`src/rtl/memgame_pkg.sv`:
```
// Shared types and LFSR helper for the memory game controller.
// State encodings double as the debug/LED state output.
package memgame_pkg;

   typedef enum logic [2:0] {
      S_IDLE     = 3'd0,
      S_SHOW_ON  = 3'd1,
      S_SHOW_OFF = 3'd2,
      S_INPUT    = 3'd3,
      S_WIN      = 3'd4,
      S_FAIL     = 3'd5,
      S_OVER     = 3'd6
   } state_t;

   // x^16+x^14+x^13+x^11+1 in right-shift Fibonacci form:
   // feedback bit is the XOR of bits 0,2,3,5, shifted in at bit 15.
   localparam logic [15:0] LFSR_TAPS = 16'h002D;

   function automatic logic [15:0] lfsr_next(input logic [15:0] cur);
      return {^(cur & LFSR_TAPS), cur[15:1]};
   endfunction

endpackage

```
`src/rtl/tick_gen.sv`:
```
// Free-running enabled divider: one-cycle tick every TICK_DIV clocks.
// Counter and strobe both freeze while en_i is low.
module tick_gen #(
   parameter int unsigned TICK_DIV = 50000000
) (
   input  logic clk_i,
   input  logic reset_i,
   input  logic en_i,
   output logic tick_o
);

   localparam int unsigned CNT_W = $clog2(TICK_DIV);
   localparam logic [CNT_W-1:0] LAST = CNT_W'(TICK_DIV - 1);

   logic [CNT_W-1:0] cnt_q, cnt_d;

   // Strobe on the last count, then wrap
   always_comb begin
      tick_o = en_i && (cnt_q == LAST);
      cnt_d  = cnt_q;
      if (en_i) begin
         cnt_d = (cnt_q == LAST) ? '0 : cnt_q + 1'b1;
      end
   end

   // Divider register
   always_ff @(posedge clk_i) begin
      if (!reset_i) begin
         cnt_q <= '0;
      end else begin
         cnt_q <= cnt_d;
      end
   end

endmodule

```
`src/rtl/memory_game_ctrl.sv`:
```
// Memory game controller: LFSR-generated sequence shown one cell per
// tick, player replay checking, and level/score/combo/lives keeping.
module memory_game_ctrl
   import memgame_pkg::*;
#(
   parameter int unsigned CELL_W     = 2,
   parameter int unsigned NUM_LEVELS = 4,
   parameter int unsigned BASE_LEN   = 3,
   parameter int unsigned LEN_STEP   = 1,
   parameter int unsigned MAX_LEN    = 16,
   parameter int unsigned LIVES      = 3,
   parameter int unsigned TICK_DIV   = 50000000,
   parameter int unsigned TIMEOUT_TK = 10,
   parameter int unsigned POINTS     = 10,
   parameter int unsigned SCORE_W    = 12,
   parameter int unsigned COMBO_W    = 8,
   parameter logic [15:0] LFSR_SEED  = 16'hACE1
) (
   input  logic                           clk_i,
   input  logic                           reset_i,
   input  logic                           en_i,
   input  logic                           start_i,
   input  logic                           btn_valid_i,
   input  logic [CELL_W-1:0]              btn_cell_i,
   output logic                           disp_o,
   output logic [CELL_W-1:0]              disp_cell_o,
   output logic [$clog2(NUM_LEVELS)-1:0]  level_o,
   output logic [SCORE_W-1:0]             score_o,
   output logic [COMBO_W-1:0]             combo_o,
   output logic [$clog2(LIVES+1)-1:0]     life_o,
   output logic [2:0]                     state_o,
   output logic                           round_ok_o,
   output logic                           round_fail_o
);

   localparam int unsigned LVL_W     = $clog2(NUM_LEVELS);
   localparam int unsigned LIFE_W    = $clog2(LIVES + 1);
   localparam int unsigned IDX_W     = $clog2(MAX_LEN + 1);
   localparam int unsigned TO_W      = $clog2(TIMEOUT_TK + 1);
   localparam int unsigned SUM_W     = SCORE_W + 1;
   localparam int unsigned SCORE_MAX = (2 ** SCORE_W) - 1;

   localparam logic [TO_W-1:0]   TO_LAST   = TO_W'(TIMEOUT_TK - 1);
   localparam logic [LVL_W-1:0]  LVL_TOP   = LVL_W'(NUM_LEVELS - 1);
   localparam logic [LIFE_W-1:0] LIFE_INIT = LIFE_W'(LIVES);

   state_t             state_q, state_d;
   logic [15:0]        lfsr_q, lfsr_d;
   logic [15:0]        seed_q, seed_d;
   logic [IDX_W-1:0]   idx_q, idx_d;
   logic [TO_W-1:0]    to_q, to_d;
   logic [LVL_W-1:0]   level_q, level_d;
   logic [SCORE_W-1:0] score_q, score_d;
   logic [COMBO_W-1:0] combo_q, combo_d;
   logic [LIFE_W-1:0]  life_q, life_d;
   logic [CELL_W-1:0]  cell_q, cell_d;

   logic               tick;
   logic [CELL_W-1:0]  elem;
   logic [IDX_W-1:0]   last_idx;
   logic               is_last;
   logic [31:0]        len_w;
   logic [31:0]        bonus_w;
   logic [SUM_W-1:0]   sum_w;
   logic               sum_sat;

   tick_gen #(
      .TICK_DIV (TICK_DIV)
   ) u_tick (
      .clk_i   (clk_i),
      .reset_i (reset_i),
      .en_i    (en_i),
      .tick_o  (tick)
   );

   assign elem = lfsr_q[CELL_W-1:0];

   // Round length from level, and the saturating score increment
   always_comb begin
      len_w = BASE_LEN + 32'(level_q) * LEN_STEP;
      if (len_w > MAX_LEN) begin
         len_w = MAX_LEN;
      end
      last_idx = IDX_W'(len_w - 1);
      is_last  = (idx_q == last_idx);
      bonus_w  = (32'(level_q) + 1) * POINTS + 32'(combo_q);
      sum_w    = {1'b0, score_q} + SUM_W'(bonus_w);
      sum_sat  = sum_w[SCORE_W] || (bonus_w > SCORE_MAX);
   end

   // Next-state and datapath updates for the game FSM
   always_comb begin
      state_d = state_q;
      lfsr_d  = lfsr_q;
      seed_d  = seed_q;
      idx_d   = idx_q;
      to_d    = to_q;
      level_d = level_q;
      score_d = score_q;
      combo_d = combo_q;
      life_d  = life_q;
      cell_d  = cell_q;
      unique case (state_q)
         S_IDLE, S_OVER: begin
            if (start_i) begin
               level_d = '0;
               score_d = '0;
               combo_d = '0;
               life_d  = LIFE_INIT;
               seed_d  = lfsr_q;
               idx_d   = '0;
               state_d = S_SHOW_OFF;
            end
         end
         S_SHOW_OFF: begin
            if (tick) begin
               cell_d  = elem;
               state_d = S_SHOW_ON;
            end
         end
         S_SHOW_ON: begin
            if (tick) begin
               if (is_last) begin
                  lfsr_d  = seed_q;
                  idx_d   = '0;
                  to_d    = '0;
                  state_d = S_INPUT;
               end else begin
                  lfsr_d  = lfsr_next(lfsr_q);
                  idx_d   = idx_q + 1'b1;
                  state_d = S_SHOW_OFF;
               end
            end
         end
         S_INPUT: begin
            if (btn_valid_i) begin
               if (btn_cell_i == elem) begin
                  lfsr_d = lfsr_next(lfsr_q);
                  idx_d  = idx_q + 1'b1;
                  to_d   = '0;
                  if (is_last) begin
                     state_d = S_WIN;
                  end
               end else begin
                  state_d = S_FAIL;
               end
            end else if (tick) begin
               if (to_q == TO_LAST) begin
                  state_d = S_FAIL;
               end else begin
                  to_d = to_q + 1'b1;
               end
            end
         end
         S_WIN: begin
            score_d = sum_sat ? SCORE_W'(SCORE_MAX)
                              : sum_w[SCORE_W-1:0];
            if (combo_q != '1) begin
               combo_d = combo_q + 1'b1;
            end
            if (level_q != LVL_TOP) begin
               level_d = level_q + 1'b1;
            end
            seed_d  = lfsr_q;
            idx_d   = '0;
            state_d = S_SHOW_OFF;
         end
         S_FAIL: begin
            combo_d = '0;
            life_d  = life_q - 1'b1;
            if (life_q == LIFE_W'(1)) begin
               state_d = S_OVER;
            end else begin
               lfsr_d  = seed_q;
               idx_d   = '0;
               state_d = S_SHOW_OFF;
            end
         end
         default: begin
            state_d = S_IDLE;
         end
      endcase
   end

   // Game registers; en_i low holds every bit
   always_ff @(posedge clk_i) begin
      if (!reset_i) begin
         state_q <= S_IDLE;
         lfsr_q  <= LFSR_SEED;
         seed_q  <= LFSR_SEED;
         idx_q   <= '0;
         to_q    <= '0;
         level_q <= '0;
         score_q <= '0;
         combo_q <= '0;
         life_q  <= LIFE_INIT;
         cell_q  <= '0;
      end else if (en_i) begin
         state_q <= state_d;
         lfsr_q  <= lfsr_d;
         seed_q  <= seed_d;
         idx_q   <= idx_d;
         to_q    <= to_d;
         level_q <= level_d;
         score_q <= score_d;
         combo_q <= combo_d;
         life_q  <= life_d;
         cell_q  <= cell_d;
      end
   end

   assign disp_o       = (state_q == S_SHOW_ON);
   assign disp_cell_o  = cell_q;
   assign level_o      = level_q;
   assign score_o      = score_q;
   assign combo_o      = combo_q;
   assign life_o       = life_q;
   assign state_o      = state_q;
   assign round_ok_o   = (state_q == S_WIN);
   assign round_fail_o = (state_q == S_FAIL);

endmodule

```
`config.mk`:
```
export PLATFORM = sky130hd
export DESIGN_NAME = memory_game_ctrl
export DESIGN_NICKNAME = d
export VERILOG_FILES = /design/src/rtl/memgame_pkg.sv /design/src/rtl/tick_gen.sv /design/src/rtl/memory_game_ctrl.sv
export SDC_FILE = /design/constraint.sdc
export NUM_CORES = 1
export LEC_CHECK = 0
export ABC_AREA = 1
export CELL_PAD_IN_SITES_DETAIL_PLACEMENT = 1
export CELL_PAD_IN_SITES_GLOBAL_PLACEMENT = 2
export CORE_MARGIN = 8
export CORE_UTILIZATION = 32
export DETAILED_ROUTE_END_ITERATION = 10
export DONT_BUFFER_PORTS = 1
export PLACE_DENSITY_LB_ADDON = 0.15
export SLEW_MARGIN = 30
export SYNTH_ARGS = -nofsm -noshare
export SYNTH_HDL_FRONTEND = slang
export SYNTH_SLANG_ARGS = --single-unit
```
`constraint.sdc`:
```
create_clock -name clk_i -period 3 [get_ports clk_i]
set_input_delay 0.3 -clock clk_i [delete_from_list [all_inputs] [get_ports clk_i]]
set_output_delay 0.3 -clock clk_i [all_outputs]
set_load 0.01 [all_outputs]
```
# == Word-level counts from Yosys, hierarchy flattened ==
# Index checks and enable logic that the tools add are counted.
# word_totals
register_bits,96
word_cells,118
# classes
n_eq_ne,27
n_reduce_logical,20
order_cmp,2
n_addsub,11
mul,1
n_mux,46
# ops
operator,n
$mux 16,6
$pmux 16 s3,1
$mux 5,7
$pmux 16 s2,1
$mux 3,9
$add 26x1->26 const B,1
$eq 26x26->1 const B,1
$mux 26,1
$pmux 5 s5,1
$mux 12,2
$mux 4,6
$pmux 12 s2,1
$pmux 8 s3,1
$reduce_and 7->1,3
$pmux 3 s6,1
$mux 8,2
$reduce_xor 16->1,1
$add 12x9->13,1
$gt 9x12->1 const B,1
$ne 2x2->1 const B,6
$ne 3x3->1 const B,4
$add 7x8->9,1
$eq 3x3->1 const B,3
$reduce_and 3->1,3
32 further kinds,43

# == Logic depth before layout (Yosys ltp) ==
# logic_depth
depth_word,9
ltp_mapped,19
depth_no_buf,19

# == Cells and area by module ==
# Synthesis repeated with hierarchy kept, for this count alone.
# hier_totals
cells_unflattened,891
area_unflattened_um2,5913.2
# modules_own_cells
mod,cells_each,instances,area_each_um2,seq_area_each_um2
memory_game_ctrl,655,1,4367.9,1401.3
tick_gen,236,1,1545.2,520.5

# == Worst setup path after synthesis ==
# Ideal clock, no wire load.
# synth_timing
kind,reg-to-reg
startpoint,register level_q[0] (netlist: level_o[0])
endpoint,register score_q[2] (netlist: score_o[2])
slack_ps,-273
n_path_buf,0
arrival_time_ps,3141
synth_period_minus_slack_ps,3273
stages_incl_launch_ff,19
cell_sequence,dfxtp_1 > inv_1 > ha_1 > ha_1 > a21oi_1 > nand2_1 > nand2_1 > nand2_1 > a21oi_1 > xor2_1 > ha_1 > a21oi_1 > o21ai_0 > nand2_1 > nand3_1 > inv_1 > o21ai_0 > nand2_1 > a21oi_1
# synth_via
elab_chain_len,7
elab_cells_between_ends,8
classes_between,add/sub (3); mul (1); order compare (1); mux (2); reduce/logical (1)
# synth_rtl
element,line_no,text
"start, declared",memory_game_ctrl.sv:52,"logic [LVL_W-1:0] level_q, level_d;"
"start signal, assigned",memory_game_ctrl.sv:204,level_q <= level_d;
$add 2x1->3 *,memory_game_ctrl.sv:86,bonus_w = (32'(level_q) + 1) * POINTS + 32'(combo_q);
$mul 3x3->6 *,memory_game_ctrl.sv:86,
$add 7x8->9 *,memory_game_ctrl.sv:86,
$add 12x9->13 or $gt 9x12->1 (tied branches),"memory_game_ctrl.sv:87, memory_game_ctrl.sv:88",
$logic_or 1x1->1,memory_game_ctrl.sv:88,sum_sat = sum_w[SCORE_W] || (bonus_w > SCORE_MAX);
$mux 12 *,memory_game_ctrl.sv:156,score_d = sum_sat ? SCORE_W'(SCORE_MAX)
$pmux 12 s2 *,memory_game_ctrl.sv:103,unique case (state_q)
"end signal, assigned",memory_game_ctrl.sv:205,score_q <= score_d;
"end, declared",memory_game_ctrl.sv:53,"logic [SCORE_W-1:0] score_q, score_d;"
# Mark *: on every way between the ends. The rest lies on a longest branch, timed or not.
# A chain may end at the register's enable or synchronous reset.

# == Final worst setup path ==
# layout_timing
startpoint,register level_q[1] (netlist: level_o[1])
endpoint,register score_q[1] (netlist: score_o[1])
# layout_via
elab_chain_len,7
elab_cells_between_ends,8
classes_between,add/sub (3); mul (1); order compare (1); mux (2); reduce/logical (1)
# layout_rtl
element,line_no
$add 2x1->3 *,memory_game_ctrl.sv:86
$mul 3x3->6 *,memory_game_ctrl.sv:86
$add 7x8->9 *,memory_game_ctrl.sv:86
$add 12x9->13 or $gt 9x12->1 (tied branches),"memory_game_ctrl.sv:87, memory_game_ctrl.sv:88"
$logic_or 1x1->1 *,memory_game_ctrl.sv:88
$mux 12 *,memory_game_ctrl.sv:156
$pmux 12 s2 *,memory_game_ctrl.sv:103
# Marked as above.

==> metrics.md <==
| Metric | Value |
|---|---|
| PD cells | 633 nW/um^2 |
| Kind of critical path | flop to flop |
| First-pass GRT wire length | ~30 mm |
| Die width | 149 um |
| Initial antenna violation count | 0 |
| Setup TNS | 0 ps |
| Mean Syn Cell Area | 6.54 um^2 |
| Vias/cell | just under 5 |
| Minimum clock period | between 2000 and 3000 ps |
| Reg power frac | 0.360 |
| Clk_skew | roughly 6.8 ps |
| GR Overflow Total | 0 |
| Post-route cell area | 6730 um^2 |
| # rows | between 40 and 50 |
| Crit path top cell by count | a21oi_2 |
| Vias post-DR | ~5600 |
| Max Clock Freq | 343 MHz |
| CP Launch Type | flop |
| Count leader, synth | nand2_1 |
| CTS tree | done |
| Switching pwr | 0.00163 W |
| Register area share after synthesis | 0.337 |
| Top_reg_cell synth | dfxtp_1 |
| Yosys warns | 0 |
| Placed wire-length estimate | 13.7 mm |
| Die area | 22300 um^2 |
| EDFF count, synth | 0 |
| Final hold vios | 0 |
| CP Capture Type | flop |
| Clk_lat worst skew | 350 ps |
| Largest net degree at the start of global routing | 39 |
| Total global-route track usage | 0.165 |
| Final Max Tran Viols | 0 |
| Outcome | finished, final reports clean |
| Vias in the first global route | 6091 |
| TritonRoute pass-1 iters | 6 |
| Post-synth ARST share | 0 |
| Slowest cell on crit path | dfxtp_2 |
| Fill count | about 2300 |
| Share of the synthesized area in the top cell type | 0.337 |
| Comb pwr share | 0.355 |
| Post-Route WL | 18.1 mm |
| Overall power | approximately 0.0043 W |
| Crit path max-delay family | simple AND/OR/NAND/NOR gates |
| Clock power share | 0.285 |
| Netlist Area Pre-Place | 5700 um^2 |
| Crit-path max FO | 5 |
| Root Driver | clkbuf_16 |
| DP Area | 6170 um^2 |
| Net Sw Frac | 0.383 |
| P_leak | 2.99 nW |
| Routed WL per cell | 15.9 um |
| Starting DRT DRC Count | about 170 |
| Final setup fails | 0 |
| CTS Sinks | 96 |
| Met1 usage | 0.180 |
| P_int | between 0.002 and 0.003 W |
| GR peak layer | met2 |
| Worst-path clk slew | 70 ps |
| Crit share post-route | 0.973 |
| I/O pin cnt | 39 |
| Setup ws final | 82.3 ps |
| Fin nets | 936 |
| Min-Delay Path Class | input pin to flop |
| Synth top cells by count | nand2_1, inv_1, dfxtp_1 |
| Vert. Die Dim | 149 um |
| Post-route ant nets | 0 |
| CTS Hold Buffers Added | 0 |
| Pre-CTS setup slack | -169 ps |
| Core area | 17700 um^2 |
| CP Buf/Inv Count | 4 |
| RSZ-0062 raised after global routing | true |
| VDD IR-drop max | 0.300 mV |
| Met2 Use GR | 0.312 |
| CTS Buf Count | 9 |
| Worst-Margin Slew | ~530 ps |
| Worst slew margin | 0.644 |
| CP arrival | about 3200 ps |
| Post-synth cell types | 39 |
| # DRC | 0 |
| Max-cap violation count | 0 |
| IO Port Bufs | 0 |
| Cell count after synthesis | 872 |
| Area Overhead vs Synth | 18.0% |
| Slowest stage delay, CP | 360 ps |
| Worst path required time | ~3300 ps |
| H-tree depth | 3 |
| GP Congestion | 0.848 |
| Clk buf depth | 2 |
| Antenna diodes | 0 |
| GR Util met3 | 0.0336 |
| CP Cell Sequence | inv_4 > buf_4 > ha_4 > inv_2 > ha_4 > a21oi_2 > nand2_1 > a21oi_2 > o21ai_2 > a21oi_2 > nor2_1 > ha_1 > nand2_2 > nor3_2 > nand3_1 > nand3_2 > buf_6 > o21ai_2 > a21oi_1 |
| Ranking of synthesized cells by area | dfxtp_1, nand2_1, inv_1 |
| Net Count, Synth | 906 |
| Cell accounting for the most synthesized area | dfxtp_1 |
| Initial Utilization | 0.322 |
| Seq cells post-synth | 96 |
| Ratio of cells with drive above 1 in the final layout | 0.142 |
-- sequential cells by signal, indices dropped and copies added, names as in the netlist --
| signal | cells |
|---|---|
| score_o | 12 |
| level_o | 2 |
| life_o | 2 |
| lfsr_q | 16 |
| to_q | 4 |
| combo_o | 8 |
| seed_q | 16 |
| u_tick.cnt_q | 26 |
| disp_cell_o | 2 |
| state_o | 3 |
| idx_q | 5 |
-- per-stage QoR --
stage               hold slack, ps  instances  utilization
floorplan                      424        872            -
global placement               394       1116        0.348
detailed placement             396       1116        0.348
CTS                           19.7       1132        0.369
global route                  31.2       1136        0.380
finish                        38.0       1136        0.380
-- power groups by stage --
stage / registers, W / logic, W / clock network [W]
global route: 0.00156 / 0.00172 / 0.00131
detailed placement: 0.00156 / 0.00145 / 0
CTS: 0.00153 / 0.00147 / 0.00127
floorplan: 0.00154 / 0.00104 / 0
finish: 0.00153 / 0.00151 / 0.00121
global placement: 0.00155 / 0.00139 / 0
-- layout make-up --
class	count	area [um^2]	share of cell area
Tap cell	229	287	0.0426
Inverter	107	407	0.0605
Multi-Input combinational cell	650	3500	0.521
Timing Repair Buffer	38	300	0.0446
Sequential cell	96	1920	0.286
Clock buffer	11	243	0.0361
Clock inverter	5	63.8	0.00949
-- cells by family (layout without fill, tap and decap cells) --
group,Yosys count,after routing,synth area share
compound gates,135,135,0.126
xor+xnor,23,23,0.0353
fa+ha+maj,27,27,0.0619
buf+inv,126,161,0.0858
flops,96,96,0.337
simple gates,465,465,0.354
-- worst paths after layout --
| kind | slack (ps) | start | to | depth (start not counted) |
|---|---|---|---|---|
| setup / recovery | 80 | level_o[1]$_SDFFE_PN0P_ | score_o[1]$_SDFFE_PN0P_ | 19 |
| hold / removal | 40 | reset_i | lfsr_q[7]$_SDFFE_PN1P_ | 1 |
| setup reg to reg | 80 | level_o[1]$_SDFFE_PN0P_ | score_o[1]$_SDFFE_PN0P_ | 19 |
| hold reg to reg | 460 | seed_q[14]$_SDFFE_PN0P_ | seed_q[14]$_SDFFE_PN0P_ | 2 |
-- cells in the final DEF, fill, tap and decap left out, types with 2 or more instances in the layout --
cell type / Yosys / layout
a21oi_1: 67 / 57
nor3b_1: 2 / 2
xor2_1: 14 / 14
nor3_2: 1 / 2
nand2_2: 7 / 9
or2_2: 2 / 2
o21ai_0: 52 / 44
o21ai_2: 0 / 6
a21oi_2: 1 / 11
nor2_4: 2 / 2
nor2_1: 93 / 86
ha_1: 25 / 18
ha_4: 0 / 6
nand4_1: 11 / 11
dfxtp_2: 0 / 2
clkinv_1: 2 / 2
nand2_4: 2 / 3
nand2_1: 237 / 234
nand3_1: 67 / 62
nor2_2: 7 / 14
nand3_2: 3 / 8
o21ai_1: 3 / 5
nor3_1: 19 / 17
o211ai_1: 3 / 3
a211oi_1: 3 / 3
inv_2: 3 / 5
buf_4: 0 / 35
clkbuf_16: 0 / 9
inv_4: 0 / 2
inv_1: 102 / 98
dfxtp_1: 96 / 94
nand3b_1: 6 / 6
xnor2_1: 9 / 9
nor4_1: 6 / 6
buf_6: 1 / 2
-- repair_timing --
action                     4_1_cts  5_1_grt
cloned                           0        0
setup buffers                    0        4
setup endpoints to repair       12       12
resized for setup               19       42
pin swaps                        4       17
-- routing by layer --
metal / routed length (um) / vias to the layer above
met5: 0 / -
li1: - / 2873
met3: 586 / 21
met2: 9470 / 33
met4: 253 / 0
met1: 7780 / 2717
No activity file was read; power rests on OpenSTA's default activity.
